===== config.mk =====
export PLATFORM = sky130hd
export DESIGN_NAME = mole_generator_flat
export DESIGN_NICKNAME = d
export VERILOG_FILES = /design/src/rtl/mole_if.sv /design/src/rtl/mole_generator.sv /design/src/flat_wrapper.sv
export SDC_FILE = /design/constraint.sdc
export NUM_CORES = 1
export LEC_CHECK = 0
export BUFFER_PORTS_ARGS = -buffer_cell sky130_fd_sc_hd__buf_2
export CORE_MARGIN = 3
export CORE_UTILIZATION = 63
export DETAILED_ROUTE_END_ITERATION = 16
export GPL_TIMING_DRIVEN = 0
export PLACE_DENSITY = 0.84
export SLEW_MARGIN = 20
export SYNTH_ARGS = -nofsm -noshare
export SYNTH_HDL_FRONTEND = slang
export SYNTH_SLANG_ARGS = --single-unit

===== constraint.sdc =====
create_clock -name clk -period 5.39 [get_ports clk]
set_input_delay 0.539 -clock clk [delete_from_list [all_inputs] [get_ports clk]]
set_output_delay 0.539 -clock clk [all_outputs]
set_load 0.02 [all_outputs]

===== src/rtl/mole_if.sv =====
// mole_if: signal bundle between the mole generator and the score evaluator /
// game controller. The generator uses the master modport and the peer uses the
// slave modport.
interface mole_if;
    logic       tick;
    logic       start;
    logic       guess_correct;
    logic       guess_wrong;
    logic [2:0] mole_pos;
    logic       mole_change;
    logic       mole_visible;
    logic [7:0] misses;
    logic       game_over;

    modport master (
        input  tick,
        input  start,
        input  guess_correct,
        input  guess_wrong,
        output mole_pos,
        output mole_change,
        output mole_visible,
        output misses,
        output game_over
    );

    modport slave (
        output tick,
        output start,
        output guess_correct,
        output guess_wrong,
        input  mole_pos,
        input  mole_change,
        input  mole_visible,
        input  misses,
        input  game_over
    );
endinterface


===== src/rtl/mole_generator.sv =====
// mole_generator: whack-a-mole target source. An 8-bit LFSR picks a position
// that is never equal to the previous one. The mole is shown for a tick-timed
// lifetime and is then blanked for a gap. Hits shorten the lifetime down to a
// floor. Misses are counted, and the game ends when the count reaches the
// miss limit.
// Optional feature macro: MOLE_WRONG_PENALTY_EN. When it is defined, a rising
// edge of guess_wrong during SHOW counts as a miss.
module mole_generator #(
    parameter int unsigned TICKS_INIT = 20,
    parameter int unsigned TICKS_MIN  = 4,
    parameter int unsigned TICKS_STEP = 1,
    parameter int unsigned GAP_TICKS  = 3,
    parameter int unsigned MAX_MISSES = 5,
    parameter logic [7:0]  LFSR_SEED  = 8'hA5
) (
    input  logic   clk,
    input  logic   rst,
    mole_if.master bus
);
    typedef enum logic [1:0] {IDLE, SHOW, GAP, OVER} state_t;

    localparam logic [7:0] INIT_L = 8'(TICKS_INIT);
    localparam logic [7:0] MIN_L  = 8'(TICKS_MIN);
    localparam logic [7:0] STEP_L = 8'(TICKS_STEP);
    localparam logic [7:0] GAP_L  = 8'(GAP_TICKS);
    localparam logic [7:0] MAX_L  = 8'(MAX_MISSES);
    // Smallest lifetime that can take a full step and stay at or above the floor.
    localparam logic [8:0] SHRINK_LIMIT = 9'(TICKS_MIN) + 9'(TICKS_STEP);

    state_t     state_reg, state_next;
    logic [7:0] lfsr_reg;
    logic [2:0] pos_reg, pos_next;
    logic       change_reg, change_next;
    logic       visible_reg;
    logic       over_reg;
    logic [7:0] misses_reg, misses_next;
    logic [7:0] lifetime_reg, lifetime_next;
    logic [7:0] remain_reg, remain_next;
    logic       gc_prev_reg;

    logic       hit;
    logic       wrong_edge;
    logic       timeout;
    logic [2:0] cand;
    logic [2:0] new_pos;
    logic [7:0] misses_inc;
    logic [7:0] lifetime_short;

`ifdef MOLE_WRONG_PENALTY_EN
    logic gw_prev_reg;

    // Track guess_wrong so that only its rising edge is charged as a miss.
    always_ff @(posedge clk) begin
        if (!rst) begin
            gw_prev_reg <= 1'b0;
        end else begin
            gw_prev_reg <= bus.guess_wrong;
        end
    end

    assign wrong_edge = bus.guess_wrong & ~gw_prev_reg;
`else
    // guess_wrong has no effect in this build.
    logic unused_guess_wrong;
    assign unused_guess_wrong = bus.guess_wrong;
    assign wrong_edge         = 1'b0;
`endif

    assign hit     = bus.guess_correct & ~gc_prev_reg;
    assign timeout = bus.tick && (remain_reg == 8'd0);

    // The new position comes from the low LFSR bits. It is bumped by one if it
    // would repeat the current position.
    assign cand    = lfsr_reg[2:0];
    assign new_pos = (cand == pos_reg) ? cand + 3'd1 : cand;

    // The miss count saturates at the limit, so it cannot run past MAX_MISSES.
    assign misses_inc = (misses_reg < MAX_L) ? misses_reg + 8'd1 : misses_reg;

    // Shorten the lifetime by one step with a floor. The compare is done
    // before the subtraction so that the result never wraps below zero.
    assign lifetime_short = ({1'b0, lifetime_reg} >= SHRINK_LIMIT) ?
                            lifetime_reg - STEP_L : MIN_L;

    // Next-state and datapath decisions for the game sequencer.
    always_comb begin
        state_next    = state_reg;
        pos_next      = pos_reg;
        change_next   = 1'b0;
        misses_next   = misses_reg;
        lifetime_next = lifetime_reg;
        remain_next   = remain_reg;
        unique case (state_reg)
            IDLE, OVER: begin
                if (bus.start) begin
                    state_next    = SHOW;
                    pos_next      = new_pos;
                    change_next   = 1'b1;
                    misses_next   = 8'd0;
                    lifetime_next = INIT_L;
                    remain_next   = INIT_L - 8'd1;
                end
            end
            SHOW: begin
                if (hit) begin
                    // A hit takes priority over a timeout or wrong guess in the same cycle.
                    state_next    = GAP;
                    lifetime_next = lifetime_short;
                    remain_next   = GAP_L - 8'd1;
                end else if (timeout || wrong_edge) begin
                    misses_next = misses_inc;
                    state_next  = (misses_inc == MAX_L) ? OVER : GAP;
                    remain_next = GAP_L - 8'd1;
                end else if (bus.tick) begin
                    remain_next = remain_reg - 8'd1;
                end
            end
            GAP: begin
                if (bus.tick) begin
                    if (remain_reg == 8'd0) begin
                        state_next  = SHOW;
                        pos_next    = new_pos;
                        change_next = 1'b1;
                        remain_next = lifetime_reg - 8'd1;
                    end else begin
                        remain_next = remain_reg - 8'd1;
                    end
                end
            end
            default: state_next = IDLE;
        endcase
    end

    // State and output registers. Visible and game-over are registered from
    // the next state, so they change on the same edge as the state itself.
    always_ff @(posedge clk) begin
        if (!rst) begin
            state_reg    <= IDLE;
            pos_reg      <= 3'd0;
            change_reg   <= 1'b0;
            visible_reg  <= 1'b0;
            over_reg     <= 1'b0;
            misses_reg   <= 8'd0;
            lifetime_reg <= INIT_L;
            remain_reg   <= 8'd0;
            gc_prev_reg  <= 1'b0;
        end else begin
            state_reg    <= state_next;
            pos_reg      <= pos_next;
            change_reg   <= change_next;
            visible_reg  <= (state_next == SHOW);
            over_reg     <= (state_next == OVER);
            misses_reg   <= misses_next;
            lifetime_reg <= lifetime_next;
            remain_reg   <= remain_next;
            gc_prev_reg  <= bus.guess_correct;
        end
    end

    // Fibonacci LFSR with taps 8,6,5,4. It free-runs on every clock outside reset.
    always_ff @(posedge clk) begin
        if (!rst) begin
            lfsr_reg <= LFSR_SEED;
        end else begin
            lfsr_reg <= {lfsr_reg[6:0], lfsr_reg[7] ^ lfsr_reg[5] ^ lfsr_reg[4] ^ lfsr_reg[3]};
        end
    end

    assign bus.mole_pos     = pos_reg;
    assign bus.mole_change  = change_reg;
    assign bus.mole_visible = visible_reg;
    assign bus.misses       = misses_reg;
    assign bus.game_over    = over_reg;
endmodule


===== src/flat_wrapper.sv =====
// flat-port wrapper written by rule: the top's interface ports become plain ports
module mole_generator_flat 
#(
    parameter int unsigned TICKS_INIT = 20,
    parameter int unsigned TICKS_MIN  = 4,
    parameter int unsigned TICKS_STEP = 1,
    parameter int unsigned GAP_TICKS  = 3,
    parameter int unsigned MAX_MISSES = 5,
    parameter logic [7:0]  LFSR_SEED  = 8'hA5
)
  (clk, rst, bus_tick, bus_start, bus_guess_correct, bus_guess_wrong, bus_mole_pos, bus_mole_change, bus_mole_visible, bus_misses, bus_game_over);
  mole_if bus_i ();
  input  logic clk;
  input  logic rst;
  input wire logic [$bits(bus_i.tick)-1:0] bus_tick;
  input wire logic [$bits(bus_i.start)-1:0] bus_start;
  input wire logic [$bits(bus_i.guess_correct)-1:0] bus_guess_correct;
  input wire logic [$bits(bus_i.guess_wrong)-1:0] bus_guess_wrong;
  output wire logic [$bits(bus_i.mole_pos)-1:0] bus_mole_pos;
  output wire logic [$bits(bus_i.mole_change)-1:0] bus_mole_change;
  output wire logic [$bits(bus_i.mole_visible)-1:0] bus_mole_visible;
  output wire logic [$bits(bus_i.misses)-1:0] bus_misses;
  output wire logic [$bits(bus_i.game_over)-1:0] bus_game_over;
  assign bus_i.tick = bus_tick;
  assign bus_i.start = bus_start;
  assign bus_i.guess_correct = bus_guess_correct;
  assign bus_i.guess_wrong = bus_guess_wrong;
  assign bus_mole_pos = bus_i.mole_pos;
  assign bus_mole_change = bus_i.mole_change;
  assign bus_mole_visible = bus_i.mole_visible;
  assign bus_misses = bus_i.misses;
  assign bus_game_over = bus_i.game_over;
  mole_generator #(.TICKS_INIT(TICKS_INIT), .TICKS_MIN(TICKS_MIN), .TICKS_STEP(TICKS_STEP), .GAP_TICKS(GAP_TICKS), .MAX_MISSES(MAX_MISSES), .LFSR_SEED(LFSR_SEED)) u_core (.clk(clk), .rst(rst), .bus(bus_i));
endmodule

After elaboration in Yosys (flattened, before gate mapping)
Cells that the tools add are included.
{"block": "classes", "addsub": 4, "n_mul": 0, "n_div": 0, "n_lt_le_gt_ge": 2, "eq_ne": 14, "shifts": 0, "mux": 32, "n_bitwise": 5, "reduce_logical": 10}
{"cell": "$mux W8", "n": 13}
{"cell": "$pmux W8 S2", "n": 2}
{"cell": "$pmux W8 S3", "n": 1}
{"cell": "$sub A8 B1 Y8 const B", "n": 2}
{"cell": "$mux W3", "n": 4}
{"cell": "$mux W2", "n": 5}
{"cell": "$add A8 B1 Y8 const B", "n": 1}
{"cell": "$eq A8 B3 Y1 const B", "n": 1}
{"cell": "$ge A8 B3 Y1 const B", "n": 1}
{"cell": "$logic_not A8 Y1", "n": 1}
{"cell": "$lt A8 B3 Y1 const B", "n": 1}
{"cell": "$reduce_and A4 Y1", "n": 2}
{"cell": "$eq A2 B2 Y1 const B", "n": 3}
{"cell": "$ne A2 B1 Y1 const B", "n": 3}
{"cell": "$ne A2 B2 Y1 const B", "n": 3}
{"cell": "$pmux W2 S3", "n": 1}
{"cell": "$pmux W3 S2", "n": 1}
{"cell": "$reduce_and A3 Y1", "n": 2}
{"cell": "$eq A2 B1 Y1 const B", "n": 2}
{"cell": "$mux W1", "n": 4}
{"cell": "$ne A4 B2 Y1 const B", "n": 1}
{"cell": "$reduce_bool A2 Y1", "n": 2}
{"cell": "$add A3 B1 Y3 const B", "n": 1}
{"cell": "$eq A3 B3 Y1", "n": 1}
{"cell": "other kinds (7)", "n": 9}
{"block": "totals", "ff_bits": 41, "latch_bits": 0, "ram_bits": 0, "mem_bits_ro": 0, "word_cells": 77, "mem_count": 0}

Longest topological paths before layout
Gate-level depths: netlist (run 1).
{"block": "depth", "word_depth": 8, "depth_mapped": 8, "depth_no_buf": 7}

Least setup slack after synthesis (run 1)
No wires, ideal clock.
{"block": "synth_timing", "path_type": "flip-flop to flip-flop", "start": "register u_core.state_reg[0]", "end": "register u_core.lifetime_reg[6]", "setup_time_ps": 62, "arrival_ps": 1995, "slack_ps": 3332, "path_stages_with_launch": 8, "path_buffers": 0, "path_cell_list": "dfxtp_1 > inv_1 > ha_1 > nand2b_1 > a22o_1 > or3b_4 > or4_1 > nand3_1"}
{"block": "synth_via", "elab_chain_len": 4, "elab_cells_between_ends": 9, "classes_between": "eq/ne (4); mux (1); reduce/logical (4)"}
{"item": "start, declared", "line": "mole_generator.sv:30", "rtl": "state_t state_reg, state_next;"}
{"item": "start signal, assigned", "line": "mole_generator.sv:148", "rtl": "state_reg <= state_next;"}
{"item": "$eq A2 B2 Y1 or $logic_not A2 Y1 (tied branches)", "line": "mole_generator.sv:93", "rtl": "unique case (state_reg)"}
{"item": "$reduce_or A2 Y1", "line": "mole_generator.sv:93"}
{"item": "$ne A2 B2 Y1 (no line) or $reduce_bool A2 Y1 (tied branches)"}
{"item": "$reduce_and A3 Y1 (no line)"}
{"item": "end signal, assigned", "line": "mole_generator.sv:154", "rtl": "lifetime_reg <= lifetime_next;"}
{"item": "end, declared", "line": "mole_generator.sv:37", "rtl": "logic [7:0] lifetime_reg, lifetime_next;"}
Parallel ways exist; a longest one is shown, timed or not.
A chain may end at the register's enable or synchronous reset.

Worst setup path after layout (run 1)
{"block": "layout_timing", "start": "register u_core.remain_reg[0]", "end": "register u_core.misses_reg[2] (netlist: u_core.bus.misses[2])"}
{"block": "layout_via", "elab_chain_len": 4}
{"item": "start, declared", "line": "mole_generator.sv:38", "rtl": "logic [7:0] remain_reg, remain_next;"}
{"item": "start signal, assigned", "line": "mole_generator.sv:155", "rtl": "remain_reg <= remain_next;"}
{"item": "$logic_not A8 Y1", "line": "mole_generator.sv:70", "rtl": "assign timeout = bus.tick && (remain_reg == 8'd0);"}
{"item": "$logic_and A1 B1 Y1", "line": "mole_generator.sv:70"}
{"item": "$ne A2 B1 Y1 (no line)"}
{"item": "$reduce_and A4 Y1 (no line)"}
{"item": "end signal, assigned", "line": "mole_generator.sv:153", "rtl": "misses_reg <= misses_next;"}
{"item": "end, declared", "line": "mole_generator.sv:36", "rtl": "logic [7:0] misses_reg, misses_next;"}
No other way between the ends.

==> impl_metrics.csv, run 1 <==
group,metric,value,unit
status,status,"finished, final reports clean",
cts,clock_sinks,41,
timing,relSlewSlack,57.0,%
flow_run,drv_cap,0,
synth,ys_warn_count,0,
placement,hpwl,3.88,mm
timing,rsz0062_at_grt,"no",
critical_path,cp.depth,7,
timing,period_needed,2490,ps
critical_path,cp_max_fo,7,
route,first_iter_violations,395,
synth,yosys-top-cells-area,"dfxtp_1 (36%), ha_1 (4.4%), xor2_1 (3.5%)",
timing,setup_viol,0,
power,p_per_area,247,mW/mm²
hold_path,hold_class,"input pin to flip-flop",
timing,final-hold-violation-count,0,
critical_path,crit_family,"compound AO/OA/AOI/OAI gates",
critical_path,start_kind,"flip-flop",
synth,ys.flop_type,"dfxtp_1",
cts,numCtsBuffers,5,
critical_path,crit_path_top_delay_cell,"nor4b_2",
critical_path,end_kind,"flip-flop",
timing,finalSetupTns,0,ps
grt,grt_overflow_total,0,
critical_path,criticalPathCategory,"flip-flop to flip-flop",
placement,gp_congestion,0.916,
power,max-vdd-ir-drop,239,µV
route,vias,2104,
grt,antenna_found_initial,0,
grt,track_usage,27.0,%
cts,htreeDepth,2,
timing,skew,22.7,ps
grt,grt_pass1_wl,8.91,mm
finish,stdcell_count,336,
cts,clock_latency,380,ps
route,drt.antenna.violating_nets,0,
synth,synth_area,0.00226,mm²
cts,cts_hold_buffers,0,
synth,ys_ff_latch,41,
critical_path,worstPathCellList,"inv_1 -> ha_1 -> nor4b_2 -> nand3_1 -> o21ai_1 -> a31oi_1 -> a211oi_1",
synth,synthCells,265,
cts,cts_resized,0,
synth,ys_async_sr_fraction,0,%
synth,synth_area_leader_cell,"dfxtp_1",
floorplan,core_area,0.00339,mm²
placement,dp_cells,328,
synth,synth_top_area_share,36.3,%
critical_path,required,5680,ps
finish,drive_gt1_share,12.4,%
timing,tightest_slew,641,ps
grt,first_global_vias,1855,
cts,ctsRootBufferMaster,"clkbuf_4",
route,vias_per_cell,6.26,
placement,port_buffers,17,
cts,cts_tree,"done",
route,remaining_drc_errors,0,
synth,synth_edf_count,0,
hold_path,holdPathStages,2,
synth,syn_area_per_cell,8.54,µm²
finish,fillerInstances,277,
critical_path,arrival,2770,ps
floorplan,row_count,21,
synth,synth_nets,279,
timing,slew_violations,0,
synth,seq_area_frac_synth,36.3,%
critical_path,cp_slowest_stage_delay,420,ps
cts,cts_buffer_depth,2,
finish,num_antenna_cells,0,
cts,postCtsSetupRepairBufs,0,
cts,clkTransAtPathRegs,160,ps
synth,synth.distinct_cells,56,
power,p_leak,1.03,nW
timing,fmax,402,MHz
critical_path,crit_buf_inv,1,
critical_path,reg2reg_depth,7,
finish,final_nets,303,
floorplan,start_util,66.8,%
grt,grt_max_degree,17,
route,first_pass_iters,5,
floorplan,io_pins,20,
finish,area_growth,9.12,%
floorplan,die_w,65.9,µm
floorplan,fp.dieH,65.9,µm
route,wire_per_inst,16.1,µm
floorplan,die-area,0.00435,mm²
route,drt-total-wl,5.42,mm
timing,fin_crit_sh,46.1,%
==> synth_stat cells (2+ instances only) <==
master    instances
or3_1             6
o31ai_1           4
dfxtp_1          41
a32oi_1           2
xor2_1            9
a21oi_1          15
o21ai_1           2
a221oi_1          2
nor3_1            9
clkbuf_1         10
a31oi_1           5
and3_1            6
inv_1            18
a211oi_1          3
or4b_1            2
ha_1              8
nor4_1            2
nor2_1           15
a22o_1            2
mux2i_1           3
o22ai_1           2
o21ai_0           8
a21oi_2           2
nand2b_1          9
a211o_1           2
or4_1             5
nor3b_1           2
nor2b_1           6
o211ai_1          4
nand2_1          12
and2_1            7
nand3_1          11
o211a_1           4
xnor2_1           5
==> per-stage QoR <==
stage	hold slack (ps)	area, µm²	worst slack, ps	utilization [%]	power (W)
3_3_place_gp	390	2410	3130	71.0	0.000434
2_1_floorplan	386	2260	3330	-	0.000410
3_5_place_dp	397	2410	3020	71.0	0.000436
5_1_grt	378	2470	2790	72.9	0.000641
6_report	365	2470	2900	72.9	0.000609
4_1_cts	366	2470	2990	72.9	0.000609
==> logic make-up (layout without fill, tap and decap cells) <==
| logic type | Yosys count | in the layout | synth area share, % |
|---|---|---|---|
| AND/OR/NAND/NOR | 101 | 101 | 25.7 |
| adder cells (fa/ha/maj) | 8 | 8 | 4.42 |
| buffers and inverters | 29 | 54 | 5.14 |
| multiplexers | 3 | 3 | 1.33 |
| flip-flops | 41 | 41 | 36.3 |
| XOR/XNOR | 14 | 14 | 5.42 |
| AO/OA/AOI/OAI | 69 | 69 | 21.7 |
==> report_power, final <==
part	switching (W)	internal [W]	total, W
sequential	0.0000108	0.000316	0.000327
clock	0.000121	0.0000560	0.000177
combinational	0.0000642	0.0000405	0.000105
total	0.000196	0.000413	0.000609
==> worst paths after layout <==
| path | startpoint | to | slack, ps |
|---|---|---|---|
| hold / removal | bus_guess_correct | u_core.gc_prev_reg | 360 |
| setup / recovery | u_core.remain_reg[0] | u_core.bus.misses[2] | 2900 |
| setup reg to reg | u_core.remain_reg[0] | u_core.bus.misses[2] | 2900 |
| hold reg to reg | u_core.lfsr_reg[6] | u_core.lfsr_reg[7] | 430 |
==> worst reg2reg max path: stages, from the launching register on <==
cell      delay [ps]
dfxtp_1          350
inv_1            110
ha_1             270
nor4b_2          420
nand3_1          390
o21ai_1          420
a31oi_1          160
a211oi_1         280
==> per-layer routing <==
metal | vias up | GRT usage (%) | routed length [µm]
li1 | 1025 | - | -
met1 | 967 | 34.5 | 2350
met2 | 99 | 44.2 | 2540
met3 | 13 | 5.95 | 411
met4 | 0 | 10.2 | 121
met5 | - | 0 | 0
==> layout make-up <==
class / instances / area, µm² / area share (%)
plain buffers: 11 / 48.8 / 1.98
multi-input cells: 195 / 1330 / 53.7
well taps: 46 / 57.6 / 2.33
inverters: 18 / 67.6 / 2.74
repair buffers: 17 / 85.1 / 3.44
clock inverters: 3 / 26.3 / 1.06
flip-flops and latches: 41 / 821 / 33.2
clock buffers: 5 / 37.5 / 1.52
==> cell usage in the layout (no fill, tap or decap), types with 3 or more instances in the layout <==
cell type,synthesis,final
mux2i_1,3,3
buf_2,0,17
a21oi_1,15,15
a31oi_1,5,5
clkbuf_1,10,10
xnor2_1,5,5
ha_1,8,8
nand2_1,12,12
inv_6,0,3
nor2_1,15,15
clkbuf_4,0,5
and2_1,7,7
nand3_1,11,11
o211ai_1,4,4
a211oi_1,3,3
dfxtp_1,41,41
xor2_1,9,9
inv_1,18,18
o31ai_1,4,4
o211a_1,4,4
and3_1,6,6
or4_1,5,5
nand2b_1,9,9
nor3_1,9,9
or3_1,6,6
nor2b_1,6,6
o21ai_0,8,8
(Power assumes the default switching activity.)
==> run 2: changes to the inputs <==
- ABC_AREA: default -> 1
- CORE_UTILIZATION: 63 -> 59
- PLACE_DENSITY: 0.84 -> 0.79
- clock period: 5.39 -> 2.3 ns (I/O delays scaled with it)
==> impl_metrics.csv, run 2 <==
group,metric,value,unit
synth,ys.flop_type,"dfxtp_1",
synth,syn_area_per_cell,7.03,µm²
cts,numCtsBuffers,5,
status,status,"finished, final reports clean",
power,clockPowerShare,24.3,%
synth,synth_edf_count,0,
cts,ctsRootBufferMaster,"clkbuf_8",
finish,final_nets,356,
grt,track_usage,23.6,%
synth,synthSimpleGateAreaFrac,30.3,%
power,p_leak,1.16,nW
critical_path,arrival,2110,ps
critical_path,crit_top_cell,"nand2_1",
synth,synth_compound_area_share,13.7,%
synth,synth_area,0.00223,mm²
cts,clkTransAtPathRegs,90,ps
flow_run,drv_cap,0,
timing,slew_violations,0,
critical_path,cp-startpoint,"u_core.state_reg[0]",
cts,clock_latency,300,ps
finish,num_antenna_cells,0,
grt,antenna_found_initial,0,
route,first_pass_iters,4,
finish,drive_gt1_share,16.9,%
route,first_iter_violations,93,
power,p_per_area,789,mW/mm²
synth,yosys-top-cells-count,"nand2_1 (60), inv_1 (43), dfxtp_1 (41)",
power,p_int,0.00120,W
synth,seq_area_frac_synth,36.8,%
floorplan,row_count,21,
synth,yosys-top-cells-area,"dfxtp_1 (37%), nand2_1 (10%), inv_1 (7.2%)",
cts,cts_tree,"done",
cts,cts_buffer_depth,2,
synth,synth_nets,331,
timing,rsz0062_at_grt,"no",
timing,period_needed,1940,ps
synth,ys_ff_latch,41,
timing,skew,11.4,ps
floorplan,io_pins,20,
grt,grt_pass1_wl,8.14,mm
finish,most-common-layout-cells,"nand2_1 (60), inv_1 (43), dfxtp_1 (41)",
hold_path,hold_class,"input pin to flip-flop",
timing,setup_viol,0,
power,p_seq_share,43.5,%
route,remaining_drc_errors,0,
synth,ys_warn_count,0,
route,drt.antenna.violating_nets,0,
cts,postCtsSetupRepairBufs,0,
synth,synthMuxAreaShare,0,%
timing,relSlewSlack,62.5,%
timing,finalSetupTns,0,ps
critical_path,critPathCapture,"u_core.lifetime_reg[2]",
placement,port_buffers,18,
critical_path,criticalPathCategory,"flip-flop to flip-flop",
critical_path,required,2470,ps
synth,ys_async_sr_fraction,0,%
critical_path,start_kind,"flip-flop",
critical_path,reg2reg_depth,12,
route,drt-total-wl,4.72,mm
critical_path,r2r-end,"u_core.lifetime_reg[2]",
floorplan,die-area,0.00455,mm²
synth,synthCells,317,
critical_path,r2r_setup_slack,360,ps
route,vias_per_cell,5.15,
timing,fmax,515,MHz
cts,clock_sinks,41,
power,p_sw_share,38.2,%
critical_path,end_kind,"flip-flop",
route,wire_per_inst,12.1,µm
cts,htreeDepth,2,
synth,synth_top_family_by_area,"simple AND/OR/NAND/NOR gates",
critical_path,worstPathCellList,"inv_1 -> ha_1 -> buf_2 -> nand2_1 -> o21ai_2 -> nand2_2 -> inv_2 -> nand3_2 -> inv_2 -> nand2_1 -> o21ai_0 -> nand2_1",
synth,synth_top_area_share,36.8,%
synth,synth_fa_ha_area_share,4.49,%
critical_path,cp_slowest_stage_delay,350,ps
route,vias,2002,
synth,synth_area_leader_cell,"dfxtp_1",
synth,synth.distinct_cells,35,
power,power_switching,0.000742,W
synth,synthXorXnorAreaFrac,5.11,%
grt,grt_overflow_total,0,
timing,tightest_slew,557,ps
critical_path,crit_path_top_delay_cell,"dfxtp_1",
synth,synth_most_common_cell,"nand2_1",
floorplan,start_util,63.8,%
timing,final-hold-violation-count,0,
grt,grt_max_degree,14,
placement,gp_congestion,0.841,
floorplan,fp.dieH,67.5,µm
power,pwr-share-comb,32.2,%
placement,hpwl,3.47,mm
cts,cts_hold_buffers,0,
power,max-vdd-ir-drop,397,µV
grt,first_global_vias,1874,
timing,fin_crit_sh,84.4,%
finish,area_growth,10.5,%
cts,cts_resized,0,
critical_path,r2r_start,"u_core.state_reg[0]",
finish,final_common_cell,"nand2_1",
critical_path,cp_max_fo,9,
floorplan,core_area,0.00349,mm²
floorplan,die_w,67.5,µm
finish,fin_util,70.5,%
## run 2: cell type report
class,count,area (µm²)
clock buffers,5,68.8
well taps,46,57.6
repair buffers,18,90.1
flip-flops and latches,41,821
multi-input cells,220,1190
plain buffers,5,21.3
clock inverters,3,17.5
fillers,298,1030
inverters,51,193
## run 2: worst min path at each step
stage,from,endpoint,slack (ps),cells past startpoint
2_1_floorplan,bus_guess_correct,u_core.gc_prev_reg,320,2
3_3_place_gp,u_core.lfsr_reg[6],u_core.lfsr_reg[7],400,1
3_5_place_dp,u_core.lfsr_reg[6],u_core.lfsr_reg[7],400,1
4_1_cts,bus_guess_correct,u_core.gc_prev_reg,120,3
5_1_grt,bus_guess_correct,u_core.gc_prev_reg,140,3
6_report,bus_guess_correct,u_core.gc_prev_reg,120,3
## run 2: power by group through the flow
stage / Sequential (W) / Combinational (W) / Clock, W
2_1_floorplan: 0.000881 / 0.000450 / 0
4_1_cts: 0.000844 / 0.000622 / 0.000481
6_report: 0.000844 / 0.000626 / 0.000472
5_1_grt: 0.000855 / 0.000710 / 0.000512
3_3_place_gp: 0.000857 / 0.000603 / 0
3_5_place_dp: 0.000861 / 0.000614 / 0
## run 2: stage by stage
stage	setup WS (ps)	power (W)	cell area, µm²	instances	hold WS (ps)
4_1_cts	351	0.00195	2460	389	118
5_1_grt	116	0.00208	2460	389	135
6_report	358	0.00194	2460	389	124
3_3_place_gp	383	0.00146	2380	381	396
3_5_place_dp	393	0.00147	2380	381	399
2_1_floorplan	648	0.00133	2230	317	323
## run 2: kinds of logic after synthesis
family                   Yosys count
XOR/XNOR                          13
buffers and inverters             56
AO/OA/AOI/OAI                     54
AND/OR/NAND/NOR                  145
flip-flops                        41
adder cells (fa/ha/maj)            8
## run 2: layer usage
metal / GRT usage [%] / wire length (µm)
met1: 30.2 / 2310
met2: 39.1 / 2170
met3: 5.32 / 184
met4: 8.10 / 53
met5: 0 / 0
## run 2: critical path: cells and delay by family, from the launching register on
kind,cells,cell delay [ps]
buffers and inverters,4,520
AND/OR/NAND/NOR,5,500
flip-flops,1,350
adder cells (fa/ha/maj),1,270
AO/OA/AOI/OAI,2,170
